$ cat src/rtl/uart_rx_pkg.sv
// Shared types and constants for the UART receiver: FSM states, parity
// polarity and the 2-of-3 vote used by the bit sampler.
package uart_rx_pkg;

    typedef enum logic [2:0] {
        IDLE   = 3'd0,
        START  = 3'd1,
        DATA   = 3'd2,
        PARITY = 3'd3,
        STOP   = 3'd4
    } state_t;

    localparam logic PAR_EVEN = 1'b0;
    localparam logic PAR_ODD  = 1'b1;

    function automatic logic maj3(input logic a, input logic b, input logic c);
        return (a & b) | (a & c) | (b & c);
    endfunction

endpackage

$ cat src/rtl/uart_rx_if.sv
// Serial line, frame configuration and result pulses of the UART receiver.
// master drives the line and configuration, slave is the receiver.
interface uart_rx_if #(
    parameter int DATA_WIDTH  = 8,
    parameter int PRESC_WIDTH = 6
);
    logic                   RX_IN;
    logic                   PAR_EN;
    logic                   PAR_TYP;
    logic [PRESC_WIDTH-1:0] Prescale;
    logic [DATA_WIDTH-1:0]  P_DATA;
    logic                   data_valid;
    logic                   par_err;
    logic                   stp_err;

    modport master (
        output RX_IN, PAR_EN, PAR_TYP, Prescale,
        input  P_DATA, data_valid, par_err, stp_err
    );

    modport slave (
        input  RX_IN, PAR_EN, PAR_TYP, Prescale,
        output P_DATA, data_valid, par_err, stp_err
    );
endinterface

$ cat src/rtl/uart_rx_sampler.sv
// Per-bit oversampling: edge counter, three mid-bit captures and the majority
// vote. bit_end marks the last oversampling clock of the current bit.
module uart_rx_sampler
    import uart_rx_pkg::*;
#(
    parameter int PRESC_WIDTH = 6
) (
    input  logic                   clk,
    input  logic                   rst,
    input  logic                   rx_in,
    input  logic                   start,
    input  logic                   run,
    input  logic [PRESC_WIDTH-1:0] prescale,
    output logic                   sampled_bit,
    output logic                   bit_end
);
    localparam logic [PRESC_WIDTH-1:0] ONE = PRESC_WIDTH'(1);

    logic [PRESC_WIDTH-1:0] edge_cnt;
    logic [PRESC_WIDTH-1:0] half;
    logic [PRESC_WIDTH-1:0] last;
    logic                   s0, s1, s2;
    logic                   third;

    assign half    = prescale >> 1;
    assign last    = prescale - ONE;
    assign bit_end = run && (edge_cnt == last);

    // At Prescale=4 the third capture coincides with bit end, so take it live.
    assign third       = (edge_cnt == half + ONE) ? rx_in : s2;
    assign sampled_bit = maj3(s0, s1, third);

    always_ff @(posedge clk or posedge rst) begin
        if (rst) begin
            edge_cnt <= '0;
            s0       <= 1'b0;
            s1       <= 1'b0;
            s2       <= 1'b0;
        end else begin
            if (start)
                edge_cnt <= ONE;
            else if (!run || edge_cnt == last)
                edge_cnt <= '0;
            else
                edge_cnt <= edge_cnt + ONE;

            if (edge_cnt == half - ONE) s0 <= rx_in;
            if (edge_cnt == half)       s1 <= rx_in;
            if (edge_cnt == half + ONE) s2 <= rx_in;
        end
    end

endmodule

$ cat src/rtl/uart_rx.sv
// UART receiver: start detection, LSB-first deserialization, optional parity
// and stop check, one-cycle result pulse per completed frame.
module uart_rx
    import uart_rx_pkg::*;
#(
    parameter int DATA_WIDTH  = 8,
    parameter int PRESC_WIDTH = 6
) (
    input logic     CLK,
    input logic     RST,
    uart_rx_if.slave bus
);
    localparam int             BW       = (DATA_WIDTH > 1) ? $clog2(DATA_WIDTH) : 1;
    localparam logic [BW-1:0]  LAST_BIT = BW'(DATA_WIDTH - 1);
    localparam logic [BW-1:0]  BIT_ONE  = BW'(1);

    state_t                 state;
    logic [BW-1:0]          bit_cnt;
    logic [DATA_WIDTH-1:0]  shift_reg;
    logic [DATA_WIDTH-1:0]  p_data;
    logic [PRESC_WIDTH-1:0] presc_q;
    logic                   par_en_q;
    logic                   par_typ_q;
    logic                   par_fail;
    logic                   data_valid;
    logic                   par_err;
    logic                   stp_err;
    logic                   sampled_bit;
    logic                   bit_end;
    logic                   start;
    logic                   run;

    assign start = (state == IDLE) && !bus.RX_IN;
    assign run   = (state != IDLE);

    uart_rx_sampler #(.PRESC_WIDTH(PRESC_WIDTH)) u_sampler (
        .clk         (CLK),
        .rst         (RST),
        .rx_in       (bus.RX_IN),
        .start       (start),
        .run         (run),
        .prescale    (presc_q),
        .sampled_bit (sampled_bit),
        .bit_end     (bit_end)
    );

    always_ff @(posedge CLK or posedge RST) begin
        if (RST) begin
            state      <= IDLE;
            bit_cnt    <= '0;
            shift_reg  <= '0;
            p_data     <= '0;
            presc_q    <= '0;
            par_en_q   <= 1'b0;
            par_typ_q  <= 1'b0;
            par_fail   <= 1'b0;
            data_valid <= 1'b0;
            par_err    <= 1'b0;
            stp_err    <= 1'b0;
        end else begin
            data_valid <= 1'b0;
            par_err    <= 1'b0;
            stp_err    <= 1'b0;
            case (state)
                IDLE: begin
                    // Frame configuration is frozen here for the whole frame.
                    if (!bus.RX_IN) begin
                        state     <= START;
                        presc_q   <= bus.Prescale;
                        par_en_q  <= bus.PAR_EN;
                        par_typ_q <= bus.PAR_TYP;
                        par_fail  <= 1'b0;
                        bit_cnt   <= '0;
                    end
                end
                START: begin
                    if (bit_end)
                        state <= sampled_bit ? IDLE : DATA;
                end
                DATA: begin
                    if (bit_end) begin
                        shift_reg <= {sampled_bit, shift_reg[DATA_WIDTH-1:1]};
                        bit_cnt   <= bit_cnt + BIT_ONE;
                        if (bit_cnt == LAST_BIT)
                            state <= par_en_q ? PARITY : STOP;
                    end
                end
                PARITY: begin
                    if (bit_end) begin
                        par_fail <= ((^shift_reg) ^ (par_typ_q != PAR_EVEN)) != sampled_bit;
                        state    <= STOP;
                    end
                end
                STOP: begin
                    if (bit_end) begin
                        state <= IDLE;
                        if (!par_fail && sampled_bit) begin
                            data_valid <= 1'b1;
                            p_data     <= shift_reg;
                        end else begin
                            par_err <= par_fail;
                            stp_err <= !sampled_bit;
                        end
                    end
                end
                default: state <= IDLE;
            endcase
        end
    end

    assign bus.P_DATA     = p_data;
    assign bus.data_valid = data_valid;
    assign bus.par_err    = par_err;
    assign bus.stp_err    = stp_err;

endmodule
$ cat src/flat_wrapper.sv
// flat-port wrapper written by rule: the top's interface ports become plain ports
module uart_rx_flat import uart_rx_pkg::*;
#(
    parameter int DATA_WIDTH  = 8,
    parameter int PRESC_WIDTH = 6
)
  (CLK, RST, bus_RX_IN, bus_PAR_EN, bus_PAR_TYP, bus_Prescale, bus_P_DATA, bus_data_valid, bus_par_err, bus_stp_err);
  uart_rx_if #(.DATA_WIDTH(DATA_WIDTH), .PRESC_WIDTH(PRESC_WIDTH)) bus_i ();
  input logic CLK;
  input logic RST;
  input wire logic [$bits(bus_i.RX_IN)-1:0] bus_RX_IN;
  input wire logic [$bits(bus_i.PAR_EN)-1:0] bus_PAR_EN;
  input wire logic [$bits(bus_i.PAR_TYP)-1:0] bus_PAR_TYP;
  input wire logic [$bits(bus_i.Prescale)-1:0] bus_Prescale;
  output wire logic [$bits(bus_i.P_DATA)-1:0] bus_P_DATA;
  output wire logic [$bits(bus_i.data_valid)-1:0] bus_data_valid;
  output wire logic [$bits(bus_i.par_err)-1:0] bus_par_err;
  output wire logic [$bits(bus_i.stp_err)-1:0] bus_stp_err;
  assign bus_i.RX_IN = bus_RX_IN;
  assign bus_i.PAR_EN = bus_PAR_EN;
  assign bus_i.PAR_TYP = bus_PAR_TYP;
  assign bus_i.Prescale = bus_Prescale;
  assign bus_P_DATA = bus_i.P_DATA;
  assign bus_data_valid = bus_i.data_valid;
  assign bus_par_err = bus_i.par_err;
  assign bus_stp_err = bus_i.stp_err;
  uart_rx #(.DATA_WIDTH(DATA_WIDTH), .PRESC_WIDTH(PRESC_WIDTH)) u_core (.CLK(CLK), .RST(RST), .bus(bus_i));
endmodule
$ cat config.mk
export PLATFORM = sky130hd
export DESIGN_NAME = uart_rx_flat
export DESIGN_NICKNAME = d
export VERILOG_FILES = /design/src/rtl/uart_rx_pkg.sv /design/src/rtl/uart_rx_if.sv /design/src/rtl/uart_rx_sampler.sv /design/src/rtl/uart_rx.sv /design/src/flat_wrapper.sv
export SDC_FILE = /design/constraint.sdc
export NUM_CORES = 1
export LEC_CHECK = 0
export CAP_MARGIN = 20
export CORE_ASPECT_RATIO = 1.25
export CORE_MARGIN = 1
export CORE_UTILIZATION = 44
export CTS_BUF_LIST = sky130_fd_sc_hd__clkbuf_8 sky130_fd_sc_hd__clkbuf_16
export DETAILED_ROUTE_END_ITERATION = 6
export HOLD_SLACK_MARGIN = 0.05
export PLACE_DENSITY = 0.74
export SLEW_MARGIN = 10
export SYNTH_ARGS = -nofsm -noshare
export SYNTH_HDL_FRONTEND = slang
export SYNTH_SLANG_ARGS = --single-unit
$ cat constraint.sdc
create_clock -name CLK -period 3.2 [get_ports CLK]
set_input_delay 0.64 -clock CLK [delete_from_list [all_inputs] [get_ports CLK]]
set_output_delay 0.64 -clock CLK [all_outputs]
set_load 0.05 [all_outputs]
==> results.sh <==
export IMPL_r2r_slack_ns=0.36
export IMPL_core_area_um2=5120
export IMPL_worstMarginPinSlew_ns=0.637
export IMPL_cts_sinks=43
export IMPL_cp_required_ns=3.39
export IMPL_timing_final_crit_period_ns=2.84
export IMPL_synth_enable_flop_cells=0
export IMPL_ios=22
export IMPL_num_vias=1680
export IMPL_grt_pass1_wl_mm=7.86
export IMPL_switchingPower_w=0.000969
export IMPL_cts_tree="done"
export IMPL_ctsResizeCount=0
export IMPL_cp_slowest_stage_delay_ns=0.52
export IMPL_initial_core_util=0.460
export IMPL_final_antenna_net_count=0
export IMPL_worstPathMaxFanout=10
export IMPL_hold_depth=1
export IMPL_numCtsBuffers=5
export IMPL_skew_ns=0.00840
export IMPL_drc=0
export IMPL_hold_violations=0
export IMPL_drv_slew=0
export IMPL_power_density_nw_per_um2=844
export IMPL_clockPowerShare=0.146
export IMPL_rsz0062_at_grt="false"
export IMPL_clk_latency_ns=0.30
export IMPL_clock_tree_buffer_depth=2
export IMPL_grt_ovfl_total=0
export IMPL_fp_dieW_um=67.4
export IMPL_grtUsageTotal=0.186
export IMPL_die_h_um=83.7
export IMPL_finalPower_w=0.00228
export IMPL_yosys_top_cells_count="dfrtp_1 (43), nand2_1 (21), mux2_2 (20), xnor2_1 (20), nor2_1 (17)"
export IMPL_p_comb_frac=0.450
export IMPL_cp_slowest_cell="dfrtp_1"
export IMPL_path_buf_inv=1
export IMPL_place_gp_congestion=0.847
export IMPL_p_seq_frac=0.404
export IMPL_io_buffers=21
export IMPL_cts_root_buf="clkbuf_8"
export IMPL_hold_path_class="reg -> reg"
export IMPL_cp_top_family="simple AND/OR/NAND/NOR gates"
export IMPL_crit_type="reg -> reg"
export IMPL_yosysTopAreaCell="dfrtp_1"
export IMPL_h_tree_depth=2
export IMPL_slew_headroom=0.572
export IMPL_cp_end_kind="register"
export IMPL_status="completed"
export IMPL_drt_iter0_drc=75
export IMPL_ys_ff_latch=43
export IMPL_finalNetCount=265
export IMPL_wirelength_mm=4.55
export IMPL_synth_top_area_frac=0.458
export IMPL_yosysSeqAreaShare=0.458
export IMPL_grt_pass1_vias=1739
export IMPL_fmax_ghz=0.353
export IMPL_rows=29
export IMPL_p_int_w=0.00131
export IMPL_setup_viol=0
export IMPL_antenna_found_initial=0
export IMPL_hold_start="u_core.par_fail$_DFFE_PP0P_"
export IMPL_ys_types=43
export IMPL_drive_gt1_frac=0.149
export IMPL_syn_to_final_growth_pct=14.8
export IMPL_cts_reportedPaths_clkPinSlew_ns=0.08
export IMPL_antenna_cells=0
export IMPL_post_cts_buffers=0
export IMPL_period_share=0.886
export IMPL_holdPathEnd="u_core.bus.data_valid$_DFF_PP0_"
export IMPL_die_area_um2=5640
export IMPL_p_leak_nw=1.16
export IMPL_maxCapViolCount=0
export IMPL_postSynthNetCount=245
export IMPL_worstPathArrival_ns=3.03
export IMPL_fillCellCount=454
export IMPL_postSynthCellCount=227
export IMPL_peakVddDrop_uv=354
export IMPL_start_kind="register"
export IMPL_synth_most_common_cell="dfrtp_1"
export IMPL_synth_ff_type="dfrtp_1"
export IMPL_synth_area_per_cell_um2=10.4
export IMPL_yosysWarnings=0
export IMPL_grt_max_degree=44
export IMPL_crit_chain="inv_1 > ha_1 > a21boi_2 > xnor2_1 > o2111ai_2 > or4_4 > nor3_4 > mux2_2"
export IMPL_tns_ns=0
export IMPL_ctsHoldBuffers=0
export IMPL_reg2reg_from="u_core.presc_q[2]$_DFFE_PP0P_"
export IMPL_avgViaCountPerCell=5.42
export IMPL_async_reset_ff_frac=1.00
export IMPL_reg2reg_to="u_core.bus.P_DATA[4]$_DFFE_PP0P_"
export IMPL_p_sw_frac=0.425
export IMPL_dp_hpwl_mm=3.25
export IMPL_firstDrtPassIters=4
export IMPL_wire_per_inst_um=14.7
export IMPL_syn_area_um2=2350
export IMPL_ys_top_cells_by_area="dfrtp_1 (46%), mux2_2 (9.6%), xnor2_1 (7.5%)"
export IMPL_reg2reg_depth=8
cells by family after synthesis:
family / synth area share
XOR/XNOR: 0.108
multiplexers: 0.0958
flip-flops: 0.458
AO/OA/AOI/OAI: 0.0868
AND/OR/NAND/NOR: 0.170
adder cells (fa/ha/maj): 0.0415
buffers and inverters: 0.0399
how the worst max path moves through the flow:
stage                                                  end                     startpoint  cells after the start
after floorplan           u_core.bus.P_DATA[0]$_DFFE_PP0P_  u_core.presc_q[2]$_DFFE_PP0P_                      9
after global placement    u_core.bus.P_DATA[2]$_DFFE_PP0P_  u_core.presc_q[2]$_DFFE_PP0P_                      8
after detailed placement  u_core.bus.P_DATA[4]$_DFFE_PP0P_  u_core.presc_q[2]$_DFFE_PP0P_                      8
after CTS                 u_core.bus.P_DATA[4]$_DFFE_PP0P_  u_core.presc_q[2]$_DFFE_PP0P_                      8
after global routing      u_core.bus.P_DATA[4]$_DFFE_PP0P_  u_core.presc_q[2]$_DFFE_PP0P_                      8
final                     u_core.bus.P_DATA[4]$_DFFE_PP0P_  u_core.presc_q[2]$_DFFE_PP0P_                      8
per-layer routing:
metal | vias to the layer above | routed length (um) | track usage
met3 | 11 | 167 | 0.0423
met5 | - | 0 | 0
met2 | 27 | 2340 | 0.308
met1 | 814 | 1940 | 0.223
met4 | 0 | 105 | 0.0851
li1 | 828 | - | -
cell usage in the layout (no fill, tap or decap), drive strengths merged, types with 3 or more instances in the layout:
cell type,instances
a21oi,5
buf,4
clkbuf,5
clkdlybuf4s50,21
dfrtp,43
ha,7
inv,10
mux2,20
nand2,21
nand3,4
nand4,4
nor2,17
nor3,9
o2111ai,3
o211ai,3
o21ai,11
or3,4
xnor2,20
xor2,9
worst register-to-register path: stages, from the launching register on:
cell and delay (ns):
dfrtp_1 0.52, inv_1 0.13, ha_1 0.26, a21boi_2 0.20, xnor2_1 0.20, o2111ai_2 0.17
or4_4 0.52, nor3_4 0.35, mux2_2 0.39
power by group through the flow:
stage          Clock (W)  Combinational (W)  Sequential [W]
5_1_grt         0.000362            0.00115        0.000946
6_report        0.000334            0.00103        0.000920
3_3_place_gp           0           0.000988        0.000919
4_1_cts         0.000346            0.00103        0.000915
2_1_floorplan          0           0.000939        0.000788
3_5_place_dp           0            0.00101        0.000925
per-stage QoR:
step                cell area [um^2]  hold slack, ns  worst slack [ns]  instances  utilization
finish                          2700           0.496             0.364        310        0.528
global route                    2700           0.509             0.179        310        0.528
CTS                             2700           0.496             0.339        310        0.528
detailed placement              2620           0.485             0.375        302        0.511
global placement                2620           0.484             0.441        302        0.511
floorplan                       2350           0.435             0.604        227            -
area by class of cell:
type / count / area, um^2 / share of cell area
Sequential cell: 43 / 1080 / 0.399
Inverter: 9 / 33.8 / 0.0125
Clock buffer: 5 / 68.8 / 0.0255
Clock inverter: 3 / 16.3 / 0.00602
Multi-Input combinational cell: 163 / 1190 / 0.440
Timing Repair Buffer: 25 / 240 / 0.0890
Tap cell: 62 / 77.6 / 0.0287
(Power assumes the default switching activity.)
